`src/rtl/bit_serial_adder_pkg.sv`:
```
// Shared definitions for the bit-serial adder: FSM state encodings.
package bit_serial_adder_pkg;

    localparam logic [1:0] ST_IDLE = 2'd0;
    localparam logic [1:0] ST_RUN  = 2'd1;
    localparam logic [1:0] ST_DONE = 2'd2;

endpackage

```
`src/rtl/bit_serial_adder_if.sv`:
```
// Operand/result handshake bundle for the bit-serial adder.
interface bit_serial_adder_if #(
    parameter int WIDTH = 8
);
    logic             in_valid;
    logic             in_ready;
    logic [WIDTH-1:0] a;
    logic [WIDTH-1:0] b;
    logic             cin;
    logic             out_valid;
    logic             out_ready;
    logic [WIDTH-1:0] sum;
    logic             cout;
    logic             ovf;

    modport master (
        output in_valid, a, b, cin, out_ready,
        input  in_ready, out_valid, sum, cout, ovf
    );

    modport slave (
        input  in_valid, a, b, cin, out_ready,
        output in_ready, out_valid, sum, cout, ovf
    );
endinterface

```
`src/rtl/bit_serial_adder_full_adder.sv`:
```
// The 1-bit full-adder cell that the serial adder reuses every cycle.
module bit_serial_adder_full_adder (
    input  logic x,
    input  logic y,
    input  logic ci,
    output logic s,
    output logic co
);
    assign s  = x ^ y ^ ci;
    assign co = (x & y) | (ci & (x ^ y));
endmodule

```
`src/rtl/bit_serial_adder.sv`:
```
// LSB-first serial adder: one full-adder cell, registered carry, valid/ready on both sides.
// Optional macro SERIAL_ADDER_OVF_EN adds a signed-overflow flag register; otherwise ovf is tied 0.
module bit_serial_adder
    import bit_serial_adder_pkg::*;
#(
    parameter int WIDTH = 8
) (
    input  logic                clk,
    input  logic                rst_n,
    bit_serial_adder_if.slave   bus,
    output logic                busy
);
    localparam int CNT_W = $clog2(WIDTH + 1);

    logic [1:0]       state;
    logic [WIDTH-1:0] a_sh;
    logic [WIDTH-1:0] b_sh;
    logic [WIDTH-1:0] acc;
    logic [WIDTH-1:0] acc_next;
    logic [WIDTH-1:0] sum_q;
    logic [CNT_W-1:0] count;
    logic             carry;
    logic             cout_q;
    logic             cell_s;
    logic             cell_co;
    logic             last_bit;

    bit_serial_adder_full_adder u_cell (
        .x  (a_sh[0]),
        .y  (b_sh[0]),
        .ci (carry),
        .s  (cell_s),
        .co (cell_co)
    );

    // New sum bits enter at the MSB so the LSB computed first ends up at bit 0.
    generate
        if (WIDTH == 1) begin : g_acc1
            assign acc_next = cell_s;
        end else begin : g_accn
            assign acc_next = {cell_s, acc[WIDTH-1:1]};
        end
    endgenerate

    assign last_bit = (count == CNT_W'(WIDTH - 1));

    always_ff @(posedge clk or negedge rst_n) begin
        if (!rst_n) begin
            state  <= ST_IDLE;
            a_sh   <= '0;
            b_sh   <= '0;
            acc    <= '0;
            sum_q  <= '0;
            count  <= '0;
            carry  <= 1'b0;
            cout_q <= 1'b0;
        end else begin
            case (state)
                ST_IDLE: begin
                    if (bus.in_valid) begin
                        a_sh  <= bus.a;
                        b_sh  <= bus.b;
                        carry <= bus.cin;
                        count <= '0;
                        acc   <= '0;
                        state <= ST_RUN;
                    end
                end
                ST_RUN: begin
                    a_sh  <= a_sh >> 1;
                    b_sh  <= b_sh >> 1;
                    carry <= cell_co;
                    acc   <= acc_next;
                    count <= count + CNT_W'(1);
                    if (last_bit) begin
                        sum_q  <= acc_next;
                        cout_q <= cell_co;
                        state  <= ST_DONE;
                    end
                end
                ST_DONE: begin
                    if (bus.out_ready) begin
                        state <= ST_IDLE;
                    end
                end
                default: state <= ST_IDLE;
            endcase
        end
    end

`ifdef SERIAL_ADDER_OVF_EN
    logic ovf_q;

    // Overflow is the carry into the MSB differing from the carry out of it.
    always_ff @(posedge clk or negedge rst_n) begin
        if (!rst_n) begin
            ovf_q <= 1'b0;
        end else if (state == ST_RUN && last_bit) begin
            ovf_q <= carry ^ cell_co;
        end
    end

    assign bus.ovf = ovf_q;
`else
    assign bus.ovf = 1'b0;
`endif

    assign bus.in_ready  = (state == ST_IDLE);
    assign bus.out_valid = (state == ST_DONE);
    assign bus.sum       = sum_q;
    assign bus.cout      = cout_q;
    assign busy          = (state == ST_RUN);
endmodule
```
`src/flat_wrapper.sv`:
```
// flat-port wrapper written by rule: the top's interface ports become plain ports
module bit_serial_adder_flat import bit_serial_adder_pkg::*;
#(
    parameter int WIDTH = 8
)
  (clk, rst_n, busy, bus_in_valid, bus_a, bus_b, bus_cin, bus_out_ready, bus_in_ready, bus_out_valid, bus_sum, bus_cout, bus_ovf);
  bit_serial_adder_if #(.WIDTH(WIDTH)) bus_i ();
  input  logic clk;
  input  logic rst_n;
  output logic busy;
  input wire logic [$bits(bus_i.in_valid)-1:0] bus_in_valid;
  input wire logic [$bits(bus_i.a)-1:0] bus_a;
  input wire logic [$bits(bus_i.b)-1:0] bus_b;
  input wire logic [$bits(bus_i.cin)-1:0] bus_cin;
  input wire logic [$bits(bus_i.out_ready)-1:0] bus_out_ready;
  output wire logic [$bits(bus_i.in_ready)-1:0] bus_in_ready;
  output wire logic [$bits(bus_i.out_valid)-1:0] bus_out_valid;
  output wire logic [$bits(bus_i.sum)-1:0] bus_sum;
  output wire logic [$bits(bus_i.cout)-1:0] bus_cout;
  output wire logic [$bits(bus_i.ovf)-1:0] bus_ovf;
  assign bus_i.in_valid = bus_in_valid;
  assign bus_i.a = bus_a;
  assign bus_i.b = bus_b;
  assign bus_i.cin = bus_cin;
  assign bus_i.out_ready = bus_out_ready;
  assign bus_in_ready = bus_i.in_ready;
  assign bus_out_valid = bus_i.out_valid;
  assign bus_sum = bus_i.sum;
  assign bus_cout = bus_i.cout;
  assign bus_ovf = bus_i.ovf;
  bit_serial_adder #(.WIDTH(WIDTH)) u_core (.clk(clk), .rst_n(rst_n), .bus(bus_i), .busy(busy));
endmodule
```
`config.mk`:
```
export PLATFORM = sky130hd
export DESIGN_NAME = bit_serial_adder_flat
export DESIGN_NICKNAME = d
export VERILOG_FILES = /design/src/rtl/bit_serial_adder_pkg.sv /design/src/rtl/bit_serial_adder_if.sv /design/src/rtl/bit_serial_adder_full_adder.sv /design/src/rtl/bit_serial_adder.sv /design/src/flat_wrapper.sv
export SDC_FILE = /design/constraint.sdc
export NUM_CORES = 1
export LEC_CHECK = 0
export ABC_CLOCK_PERIOD_IN_PS = 1900
export BUFFER_PORTS_ARGS = -buffer_cell sky130_fd_sc_hd__buf_2
export CAP_MARGIN = 20
export CORE_UTILIZATION = 53
export DETAILED_ROUTE_END_ITERATION = 8
export PLACE_DENSITY = 0.78
export REMOVE_ABC_BUFFERS = 1
export SYNTH_ARGS = -nofsm -noshare
export SYNTH_HDL_FRONTEND = slang
export SYNTH_SLANG_ARGS = --single-unit
export TNS_END_PERCENT = 30
```
`constraint.sdc`:
```
create_clock -name clk -period 1.9 [get_ports clk]
set_clock_uncertainty 0.15 [all_clocks]
set_input_delay 0.475 -clock clk [delete_from_list [all_inputs] [get_ports clk]]
set_output_delay 0.475 -clock clk [all_outputs]
set_load 0.005 [all_outputs]
```
==> flow_results.org, run 1 <==
** Global routing
- First-pass GRT wire length :: between 5000 and 6000 um
- The initial antenna violation count is 0.
- For this run, the total global-route usage over all layers was measured as 0.2255.
- Pin count of the biggest net entering global routing :: 23
- Global route overflow :: 0
- Via count of the first global-routing pass :: roughly 1200

** Logic synthesis
- Of the post-synthesis cell area, the dominant cell type holds 0.5954.
- In the synthesized netlist the async set-or-reset flop fraction comes to 1.000.
- Syn. warnings :: 0
- Synthesis handed over a netlist of between 100 and 150 instances.
- After synthesis the netlist holds a flip-flop and latch count of 39.
- After synthesis, the netlist uses 25 different library cells.
- Sequential area share after synthesis :: 0.5954
- Cell types with the highest counts after synthesis :: sky130_fd_sc_hd__dfrtp_1 (39), sky130_fd_sc_hd__nand2_1 (16), sky130_fd_sc_hd__o21ai_0 (15), sky130_fd_sc_hd__a22oi_1 (14), sky130_fd_sc_hd__mux2_2 (11)
- For this run, the leading register cell type out of synthesis is sky130_fd_sc_hd__dfrtp_1.
- Cell taking the most area after synthesis :: sky130_fd_sc_hd__dfrtp_1
- Counting flops with a built-in enable in the synthesized netlist gives 0.
- Cell with the most instances after synthesis :: sky130_fd_sc_hd__dfrtp_1
- In this run the mean area of a mapped cell was between 10 and 15 um^2.
- Dominant cells by area after synthesis :: sky130_fd_sc_hd__dfrtp_1 (60%), sky130_fd_sc_hd__mux2_2 (7.6%), sky130_fd_sc_hd__a22oi_1 (6.4%)
- The cell area that synthesis handed to floorplanning was ~1600 um^2.

** Floorplanning
- 34 I/O pins were placed.
- Placeable core region :: about 2900 um^2
- The die is a little under 60 um tall.
- X dimension of the die :: 57.61 um
- Initial core utilization :: 0.5746
- Area of the die :: around 3300 um^2
- In this run the core area contains 19 standard-cell rows.

** Setup path
- R2r setup slk :: around 0.16 ns
- In this run the critical register-to-register path is captured at u_core.bus.sum[4]$_DFFE_PN0P_.
- Traced cell by cell, the critical path runs through buf_6, nor2_2, buf_2.
- Data on the critical path arrives at its endpoint at ~1.2 ns.
- Cell type of the slowest stage on the worst timing path :: sky130_fd_sc_hd__dfrtp_1
- The critical path is of the flip-flop to output port type.
- Of all nets on the critical path, the largest fanout is 19.
- Data on the critical path is required at its endpoint by 1.27 ns.
- The largest single stage delay on the critical path is approximately 0.43 ns.
- STA classifies the critical path endpoint as an output port.
- Register-to-Register Path Depth :: 5
- Critical path launch point type :: flip-flop
- R2R Path Start :: u_core.count[1]$_DFFE_PN0P_

** Layout
- Area added between synthesis and finish :: 20.46%
- Leaving out filler cells and counting taps, the final layout contains 210.
- After routing the design area is ~2000 um^2.
- At the end of the flow, the number of nets in the layout was 201.
- Number of inserted filler cells in the final layout :: roughly 230
- Combined flip-flop and latch cell area :: 975.9 um^2
- Of the cells placed in the final design, the portion with a size suffix greater than 1 is 0.3743.
- Inserted Diodes :: 0
- Multi-input gate area in the final layout :: between 600 and 700 um^2
- Post-route core utilization :: 0.6921

** STA
- Min Tclk post-route :: ~1.9 ns
- Setup repair after global routing could not meet its margin everywhere.
- The number of pins with negative max-slew slack in the final report was 0.
- Dividing the final minimum period by the clock period gives 0.9809.
- Total setup violations reported at the end of the flow :: 0
- Setup Total Neg Slack :: 0 ns
- Across all setup checks in the final design, the least slack found is 0.03636 ns.
- Maximum frequency from static timing analysis :: 536.6 MHz
- Headroom to the max-slew limit came out at 0.6267.
- For the pin with the worst max-slew slack, the measured transition is 0.5575 ns.
- Final Hold Viols :: 0
- Worst hold slack :: 0.2346 ns

** Power
- The analysis attributes to cell leakage a power of 0.9559 nW.
- Pwr dens :: 1385 nW/um^2
- Switching pwr :: 0.9271 mW
- Sw frac :: 0.3390
- The worst-case IR drop observed on VDD is approximately 620 uV.
- The share of total power dissipated in the clock network is 0.153.
- Proportion of power drawn by combinational gates :: 0.355
- Total power :: roughly 2.7 mW
- Of the total power, registers draw 0.492.
- The internal power of the cells totals about 1.8 mW.

** Routing
- The detail route stage leaves a number of antenna-violating nets equal to 0.
- The detailed router finished its first iteration with 66 violations.
- Drt first pass iters :: 8
- DRC violations left :: 3
- For this block, the routed nets add up to 3240 um of wire.
- DR vias :: 1221
- After detailed routing, the average wire length per cell comes to 15.43 um.
- In the routed layout, each cell is associated on average with a via count of roughly 5.8.

** CTS
- Clock tree synthesis selected as its root buffer the cell sky130_fd_sc_hd__clkbuf_4.
- Largest buffer count on any clock path :: 2
- Buffers inserted during clock tree synthesis total 5.
- At the later pin of the worst-skew pair, clock insertion delay measures approximately 0.34 ns.
- The H-tree was split into 2 levels.
- The tree built by TritonCTS fans out to 39 sinks.
- TritonCTS clock tree :: done
- After clock tree synthesis, the clock-pin slew on the worst setup and hold paths is ~0.12 ns.

** Placed design
- Placed cell area :: between 1500 and 2000 um^2
- Dpl hpwl :: about 2200 um
- Placement Setup Slack :: -0.05232 ns
- I/O Buffers :: 32
- Counting tap cells, the placed design contains a total of just under 200 instances.
- Final weighted congestion in routability-driven placement :: a little over 0.7

** Status
- The flow ran to the end, but the final reports show violations.
- The checks that failed: design-rule violations.

** Worst hold path
- Path type of the worst min-delay path :: input port to flip-flop
- Min-delay src :: bus_out_ready
- The worst hold path passes through 3 cells.
- The worst hold path terminates at u_core.state[1]$_DFFE_PN0P_.

** Flow run
- Max_cap viols :: 0
## registers in the layout, summed over array words and instances (netlist names)
name             flops
u_core.b_sh          8
u_core.state         2
u_core.bus.cout      1
u_core.a_sh          8
u_core.count         4
u_core.acc           7
u_core.bus.sum       8
u_core.carry         1
## power groups by stage
stage	logic, mW	registers, mW	clock network [mW]
finish	0.971	1.34	0.419
global route	1.09	1.38	0.467
CTS	0.930	1.34	0.438
detailed placement	0.896	1.36	0
global placement	0.859	1.33	0
floorplan	0.544	1.34	0
## cell usage in the layout (no fill, tap or decap), drive strengths merged, types with 3 or more instances in the layout
cell,synthesis,layout
buf,7,43
dfrtp,39,39
nand2,16,16
o21ai,15,15
a22oi,14,14
mux2,11,11
a22o,9,9
clkbuf,4,5
a21oi,3,3
nor2,3,3
## cells by family after synthesis
kind of cell    Yosys count  share of synthesized area
compound gates           46                     0.1931
fa+ha+maj                 2                    0.01985
buf+inv                  13                    0.03816
flops                    39                     0.5954
mux                      11                    0.07557
other cells               1                   0.002288
simple gates             26                    0.07557
## critical path: cells and delay by family (launching register included)
family | cells | cell delay [ns]
AND/OR/NAND/NOR | 1 | 0.16
flip-flops | 1 | 0.43
buffers and inverters | 2 | 0.30
## area by class of cell
type,instances,area share
tap,31,0.01965
clock buffer,5,0.01901
multi-input combinational,86,0.3099
sequential,39,0.4943
clock inverter,3,0.01014
timing repair buffer,44,0.1432
inverter,2,0.003802
## layer usage
metal	vias up	GRT usage	routed length, um
li1	578	-	-
met1	599	0.2918	1458
met5	-	0	0
met4	0	0.08362	19
met2	42	0.3605	1584
met3	2	0.06920	177
## worst max-delay path by stage
stage	slack [ns]	cells after the start	from	to
6_report	0.04	3	u_core.state[1]$_DFFE_PN0P_	bus_in_ready
4_1_cts	-0.02	3	u_core.state[1]$_DFFE_PN0P_	busy
3_5_place_dp	-0.05	4	bus_in_valid	u_core.b_sh[5]$_DFFE_PN0P_
5_1_grt	-0.04	3	u_core.state[1]$_DFFE_PN0P_	bus_out_valid
2_1_floorplan	-0.31	3	u_core.state[0]$_DFFE_PN0P_	u_core.bus.cout$_DFFE_PN0P_
3_3_place_gp	0.02	4	bus_in_valid	u_core.b_sh[4]$_DFFE_PN0P_
## repair_timing
| action | CTS | global route |
|---|---|---|
| setup endpoints to repair | 3 | 13 |
| hold buffers | 1 | 0 |
| gates resized for setup | 6 | 1 |
| buffers inserted | 0 | 4 |
| cloned | 0 | 0 |
| hold endpoints to repair | 20 | 0 |
No activity file was read; power rests on OpenSTA's default activity.
==> inputs of run 2 (changes only) <==
--- a/config.mk
+++ b/config.mk
@@ -8,11 +8,12 @@
 export ABC_CLOCK_PERIOD_IN_PS = 1900
 export BUFFER_PORTS_ARGS = -buffer_cell sky130_fd_sc_hd__buf_2
 export CAP_MARGIN = 20
-export CORE_UTILIZATION = 53
+export CORE_UTILIZATION = 54
 export DETAILED_ROUTE_END_ITERATION = 8
 export PLACE_DENSITY = 0.78
 export REMOVE_ABC_BUFFERS = 1
 export SYNTH_ARGS = -nofsm -noshare
 export SYNTH_HDL_FRONTEND = slang
+export SYNTH_HIERARCHICAL = 1
 export SYNTH_SLANG_ARGS = --single-unit
 export TNS_END_PERCENT = 30
==> flow_results.org, run 2 <==
** CTS
- The number of hold buffers added after CTS was 0.
- The H-tree generated during clock tree synthesis spans 2 levels.
- CTS buffer count :: 5
- TritonCTS clock tree :: done
- Source-to-sink clock delay at the later pin of the worst-skew pair :: around 0.35 ns
- Largest buffer count on any clock path :: 2
- Counting every sink on the clock net gives 39.
- Root buffer selected by CTS :: sky130_fd_sc_hd__clkbuf_4
- After clock tree synthesis, the clock-pin slew on the worst setup and hold paths is approximately 0.12 ns.

** Logic synthesis
- Synthesis inferred 39 register bits.
- Counting instances in the post-synthesis netlist gives the leading cell types as sky130_fd_sc_hd__dfrtp_1 (39), sky130_fd_sc_hd__a21oi_1 (18), sky130_fd_sc_hd__nor2b_1 (18), sky130_fd_sc_hd__o21ai_0 (18), sky130_fd_sc_hd__a22oi_1 (16).
- Sequential area share after synthesis :: 0.5501
- Counting flops with a built-in enable in the synthesized netlist gives 0.
- Dominant register cell in the synthesized netlist :: sky130_fd_sc_hd__dfrtp_1
- The mapped netlist covers about 1800 um^2.
- Yosys cell types :: 24
- Yosys printed 6 warnings.
- Of the post-synthesis cell area, the dominant cell type holds 0.5501.
- After synthesis, the cell types taking the most area are sky130_fd_sc_hd__dfrtp_1 (55%), sky130_fd_sc_hd__a22oi_1 (6.8%), sky130_fd_sc_hd__mux2_2 (6.3%).
- The average instance in the mapped netlist occupies roughly 11 um^2.
- The largest total area in the synthesized netlist belongs to sky130_fd_sc_hd__dfrtp_1.
- Async SR Flop Fraction :: 1.000
- Cell with the most instances after synthesis :: sky130_fd_sc_hd__dfrtp_1
- Number of instances in the synthesized netlist :: roughly 160

** Power
- Flop pwr share :: 0.444
- Worst-case vdd ir drop :: approximately 900 uV
- The share of total power dissipated in the clock network is 0.217.
- Pwr dens :: around 1500 nW/um^2
- Of the total power, combinational logic draws 0.339.
- For this design the static power due to leakage is around 1.0 nW.
- Summed over all nets, the switching power comes to roughly 1.1 mW.
- Internal power comes to 2.127 mW.
- Sw frac :: 0.3318

** Routing
- Met2 routed WL :: roughly 1800 um
- The first detailed-routing pass took 4 iterations.
- Vias per std cell :: about 5.7
- After detailed routing, the met3 layer carries between 150 and 200 um of wire.
- Mean routed wirelength per cell :: around 15 um
- DRC violations left :: 0
- In this run the remaining antenna-violating nets after routing total 0.
- Highest routed metal layer :: met4
- Aggregate routed wire length :: 3664 um
- After detailed routing, the wire length on met1 is approximately 1600 um.
- Violation count after the first detailed-routing iteration :: 44
- DR vias :: 1373

** Worst hold path
- Path type of the worst min-delay path :: input port to async pin

** Layout
- Summing all multi-input logic gate instances after layout gives 740.7 um^2.
- Area added between synthesis and finish :: 19.11%
- Leading cell types in the layout, fill and taps excluded :: sky130_fd_sc_hd__dfrtp_1 (38), sky130_fd_sc_hd__buf_2 (32), sky130_fd_sc_hd__o21ai_0 (18), sky130_fd_sc_hd__a21oi_1 (18), sky130_fd_sc_hd__nor2b_1 (17)
- Share of cells above drive strength 1 :: 0.3163
- Combined flip-flop and latch cell area :: roughly 980 um^2
- At the end of the flow, the number of nets in the layout was between 200 and 250.
- The library cell used most frequently in the layout, excluding fill and tap cells, is sky130_fd_sc_hd__dfrtp_1.
- With fillers left out, the area of the finished cells amounts to about 2100 um^2.
- Number of inserted filler cells in the final layout :: between 200 and 300
- Inserted Diodes :: 0

** Setup path
- STA classifies the critical path startpoint as a flip-flop.
- STA puts the critical path data required time at around 1.3 ns.
- Crit Path Class :: flip-flop to output port
- The worst setup path is captured at an output port.
- Along the worst path, the maximum fanout reaches 21.
- Critical path arrival :: ~1.3 ns

** Floorplanning
- Cell row count :: 20
- Measured along the y axis, the die boundary spans 59.32 um.
- The floorplan step defined a core boundary enclosing roughly 3000 um^2.
- Initial core utilization :: 0.5764
- Pin placement for this block handled 34 I/O pins.
- Area of the die :: around 3500 um^2
- X dimension of the die :: about 59 um

** STA
- Setup repair after global routing could not meet its margin everywhere.
- Total setup violations reported at the end of the flow :: 0
- Subtracting the final worst setup slack from the clock period gives 1.890 ns.
- Slew of the pin with the lowest slew margin :: 0.8778 ns
- Setup Total Neg Slack :: 0 ns
- Worst slew margin :: 0.4136
- Final Hold Viols :: 0
- Of the available clock period, the critical path in the final layout requires 0.9947.
- The number of pins with negative max-slew slack in the final report was 0.
- For this run, the top clock speed supported by timing is about 530 MHz.
- Post-layout worst setup margin :: 0.01003 ns

** Placed design
- I/O Buffers :: 32
- Final weighted congestion in routability-driven placement :: approximately 0.82
- Summed over all nets, the half-perimeter wirelength after detailed placement is 2421 um.
- Placement Setup Slack :: -0.1666 ns
- Placed cell area :: 1989 um^2

** Global routing
- Global route overflow :: 0
- First-pass GRT wire length :: between 6000 and 7000 um
- Across every metal layer, demand over resource in global routing totals 0.2400.
- The initial antenna violation count was 0.
- Pin count of the biggest net entering global routing :: 40
- Via count of the first global-routing pass :: ~1400

** Status
- The run finished with clean final reports.

** Flow run
- Max_cap viols :: 0
run 2: path summary, 6_finish.rpt:
| path | slack, ns | depth (start not counted) | endpoint | from |
|---|---|---|---|---|
| worst max-delay path | 0.01 | 3 | bus_out_valid | u_core/state[1]$_DFFE_PN0P_ |
| worst min-delay path | 0.01 | 2 | u_core/bus.sum[7]$_DFFE_PN0P_ | rst_n |
| worst max register to register | 0.12 | 3 | u_core/count[3]$_DFFE_PN0P_ | u_core/state[0]$_DFFE_PN0P_ |
| worst min register to register | 0.36 | 1 | u_core/bus.sum[4]$_DFFE_PN0P_ | u_core/bus.sum[4]$_DFFE_PN0P_ |
| max in group asynchronous | 1.23 | 2 | u_core/state[0]$_DFFE_PN0P_ | rst_n |
| min in group clk | 0.25 | 3 | u_core/state[1]$_DFFE_PN0P_ | bus_out_ready |
run 2: logic make-up (layout without fill, tap and decap cells):
kind of cell / count (synthesis) / in the layout / synth area share
simple gates: 30 / 30 / 0.1058
flops: 39 / 39 / 0.5501
mux: 10 / 10 / 0.06347
compound gates: 64 / 64 / 0.2264
buf+inv: 13 / 50 / 0.03385
fa+ha+maj: 2 / 2 / 0.01834
other cells: 1 / 1 / 0.002114
run 2: power groups by stage:
| stage | clock network [mW] | logic (mW) | registers (mW) |
|---|---|---|---|
| 2_1_floorplan | 0 | 0.670 | 1.40 |
| 3_3_place_gp | 0 | 1.00 | 1.40 |
| 3_5_place_dp | 0 | 1.05 | 1.43 |
| 4_1_cts | 0.704 | 1.07 | 1.42 |
| 5_1_grt | 0.733 | 1.20 | 1.46 |
| 6_report | 0.692 | 1.08 | 1.41 |
run 2: worst max-delay path, cell delays in order, from the launching register on:
cell,delay (ns)
sky130_fd_sc_hd__dfrtp_1,0.44
sky130_fd_sc_hd__buf_8,0.18
sky130_fd_sc_hd__and2b_1,0.17
sky130_fd_sc_hd__buf_2,0.12
run 2: routing by layer:
metal	global-route usage	vias up
met5	0	-
met1	0.2935	690
li1	-	644
met3	0.06550	6
met2	0.4029	33
met4	0.09184	0
run 2: cell type report:
class | instances | area share
tap | 44 | 0.02605
clock inverter | 3 | 0.03197
inverter | 2 | 0.003552
timing repair buffer | 40 | 0.1078
clock buffer | 5 | 0.01776
sequential | 39 | 0.4624
multi-input combinational | 107 | 0.3505
run 2: what timing repair did:
| item | CTS | global route |
|---|---|---|
| endpoints found under the setup margin | 3 | 3 |
| hold endpoints to repair | 0 | 0 |
| setup buffers | 0 | 1 |
| resized for setup | 2 | 2 |
run 2: per-stage QoR:
step	power, mW	cells	hold slack [ns]	utilization
floorplan	2.073	148	0.02941	-
global placement	2.401	231	0.3319	0.6463
detailed placement	2.484	231	0.3415	0.6463
CTS	3.193	239	0.01868	0.6825
global route	3.400	240	0.03522	0.6866
finish	3.183	240	0.009975	0.6866
==> inputs of run 3 (changes only) <==
--- a/config.mk
+++ b/config.mk
@@ -5,13 +5,14 @@
 export SDC_FILE = /design/constraint.sdc
 export NUM_CORES = 1
 export LEC_CHECK = 0
-export ABC_CLOCK_PERIOD_IN_PS = 1900
+export ABC_CLOCK_PERIOD_IN_PS = 2000
 export BUFFER_PORTS_ARGS = -buffer_cell sky130_fd_sc_hd__buf_2
 export CAP_MARGIN = 20
 export CORE_UTILIZATION = 54
 export DETAILED_ROUTE_END_ITERATION = 8
 export PLACE_DENSITY = 0.78
 export REMOVE_ABC_BUFFERS = 1
+export SETUP_SLACK_MARGIN = 0.15
 export SYNTH_ARGS = -nofsm -noshare
 export SYNTH_HDL_FRONTEND = slang
 export SYNTH_HIERARCHICAL = 1
==> constraint.sdc (replaced) <==
create_clock -name clk -period 2 [get_ports clk]
set_clock_uncertainty 0.15 [all_clocks]
set_input_delay 0.5 -clock clk [delete_from_list [all_inputs] [get_ports clk]]
set_output_delay 0.5 -clock clk [all_outputs]
set_load 0.02 [all_outputs]
==> flow_results.org, run 3 (synthesized netlist as in run 2, its figures left out) <==
** Setup path
- Capture instance of the worst register-to-register path :: u_core/a_sh[2]$_DFFE_PN0P_
- STA puts the critical path data required time at 1.35 ns.
- STA classifies the critical path startpoint as a flip-flop.
- R2R Path Start :: u_core/state[1]$_DFFE_PN0P_
- STA puts the critical path data arrival time at ~1.2 ns.
- The most critical setup path has its startpoint at u_core/state[0]$_DFFE_PN0P_.
- The worst register-to-register path has a depth of 4.
- Worst-path maximum fanout :: 7
- The setup check on the worst reg-to-reg path leaves a slack of between 0.2 and 0.3 ns.
- The worst setup path is captured at an output port.
- Crit Path Class :: flip-flop to output port

** Placed design
- The HPWL after detailed placement is approximately 2400 um.
- Port buffering added 32 buffers.
- Final weighted congestion in routability-driven placement :: ~0.81
- Prior to clock tree synthesis, the placed netlist has a worst setup slack of -0.1257 ns.

** CTS
- Maximum level of the CTS H-tree :: 2
- Largest buffer count on any clock path :: 2
- Clock-pin slew was measured on the worst setup and hold paths at approximately 0.12 ns.
- Buffers inserted to repair hold after CTS numbered 0.
- Clock tree synthesis selected as its root buffer the cell sky130_fd_sc_hd__clkbuf_4.
- TritonCTS clock tree :: done
- Clock sink count :: 39
- Source-to-sink clock delay at the later pin of the worst-skew pair :: ~0.34 ns
- CTS buffer count :: 5

** Routing
- Vias per std cell :: ~5.6
- Aggregate routed wire length :: 3765 um
- The routed layout has 1369 vias.
- For this run, the detailed router's first-pass iteration total came to 4.
- After detailed routing, the average wire length per cell comes to approximately 15 um.
- The detail route stage leaves a number of antenna-violating nets equal to 0.
- Violation count after the first detailed-routing iteration :: 40
- DRC violations left :: 0

** Layout
- Area added between synthesis and finish :: 21.23%
- Share of cells above drive strength 1 :: 0.3417
- The repair_antennas step left the layout with diodes totalling 0.
- Final layout net count :: ~220
- Leading cell types in the layout, fill and taps excluded :: sky130_fd_sc_hd__dfrtp_1 (37), sky130_fd_sc_hd__buf_2 (30), sky130_fd_sc_hd__o21ai_0 (18), sky130_fd_sc_hd__a21oi_1 (18), sky130_fd_sc_hd__nor2b_1 (17)
- Post-route core utilization :: 0.6988
- Commonest non-fill, non-tap cell in the layout :: sky130_fd_sc_hd__dfrtp_1

** Floorplanning
- Measured along the y axis, the die boundary spans ~60 um.
- Initial core utilization :: 0.5764
- The core region is about 3100 um^2.
- Row generation in the floorplan step produced 20 rows.
- Count of pins on the block boundary :: 34
- X dimension of the die :: between 50 and 60 um
- Area of the die :: ~3500 um^2

** STA
- The number of pins with negative max-slew slack in the final report came to 0.
- Headroom to the max-slew limit came out at 0.5483.
- Post-layout worst setup margin :: 0.1470 ns
- RSZ-0062 raised after global routing :: yes
- Setup violations remaining at the end of the flow were counted as 0.
- Min Tclk post-route :: about 1.9 ns
- For the pin with the worst max-slew slack, the measured transition is ~0.67 ns.
- In the finished design, the share of the clock period the worst path needs comes to 0.9265.
- Maximum frequency from static timing analysis :: approximately 540 MHz
- Final Hold Viols :: 0

** Global routing
- Entering global routing, the biggest net connects 40 pins.
- In the global route stage, overall resource usage came out at 0.2357.
- After global routing the overflow that remains totals 0.
- The via count of the first global-routing pass came to 1339.
- The first global-routing pass estimated 6003 um of wire.
- The initial antenna violation count is 0.

** Power
- Pwr dens :: between 1000 and 1500 nW/um^2
- In this run the static leakage power is between 1 and 1.5 nW.
- The worst-case IR drop observed on VDD is 946.5 uV.
- The design draws around 3.2 mW.

** Worst hold path
- Path type of the worst min-delay path :: input port to async pin

** Flow run
- Max_cap viols :: 0

** Status
- Outcome :: finished clean
==> run 3: cell type report <==
cell class                      instances  area, um^2
Clock inverter                          3       67.56
Clock buffer                            5       37.54
Fill cell                             233       927.1
Timing Repair Buffer                   43       260.3
Multi-Input combinational cell        107       744.5
Tap cell                               44       55.05
Sequential cell                        39       978.4
Inverter                                2       7.507
==> run 3: power breakdown <==
group	switching (mW)	total [mW]	internal (mW)
Sequential	0.248	1.35	1.10
Combinational	0.617	1.19	0.577
Clock	0.264	0.652	0.388
==> run 3: how the worst max path moves through the flow <==
stage                                  endpoint  cells after the start
floorplan                                  busy                      2
finish                            bus_out_valid                      2
global placement    u_core/count[3]$_DFFE_PN0P_                      5
global route                      bus_out_valid                      2
detailed placement   u_core/a_sh[5]$_DFFE_PN0P_                      4
CTS                               bus_out_valid                      2
==> run 3: critical path: stages (launching register included) <==
cell and delay, ns:
sky130_fd_sc_hd__dfrtp_2 0.48, sky130_fd_sc_hd__and2b_1 0.23, sky130_fd_sc_hd__buf_4 0.14
==> run 3: repair_timing <==
action,CTS,global route
resized for setup,1,6
setup endpoints to repair,19,13
setup buffers,0,6
pin swaps,0,1
==> run 3: per-layer routing <==
metal / vias up / part of all wire / GRT usage / wire length (um)
met4: 0 / 0.025 / 0.09184 / 94
met3: 9 / 0.041 / 0.07424 / 155
met1: 675 / 0.44 / 0.2855 / 1660
met2: 37 / 0.49 / 0.3917 / 1855
li1: 648 / - / - / -
met5: - / 0 / 0 / 0
==> run 3: through the flow <==
stage | area (um^2) | setup TNS [ns] | std cells | hold WS, ns
after global placement | 1974 | -0.002447 | 229 | 0.3316
after global routing | 2151 | 0 | 243 | 0.06613
after floorplan | 1722 | 0 | 148 | 0.05441
final | 2151 | 0 | 243 | 0.03774
after CTS | 2082 | 0 | 237 | 0.04135
after detailed placement | 1974 | -0.9938 | 229 | 0.3410
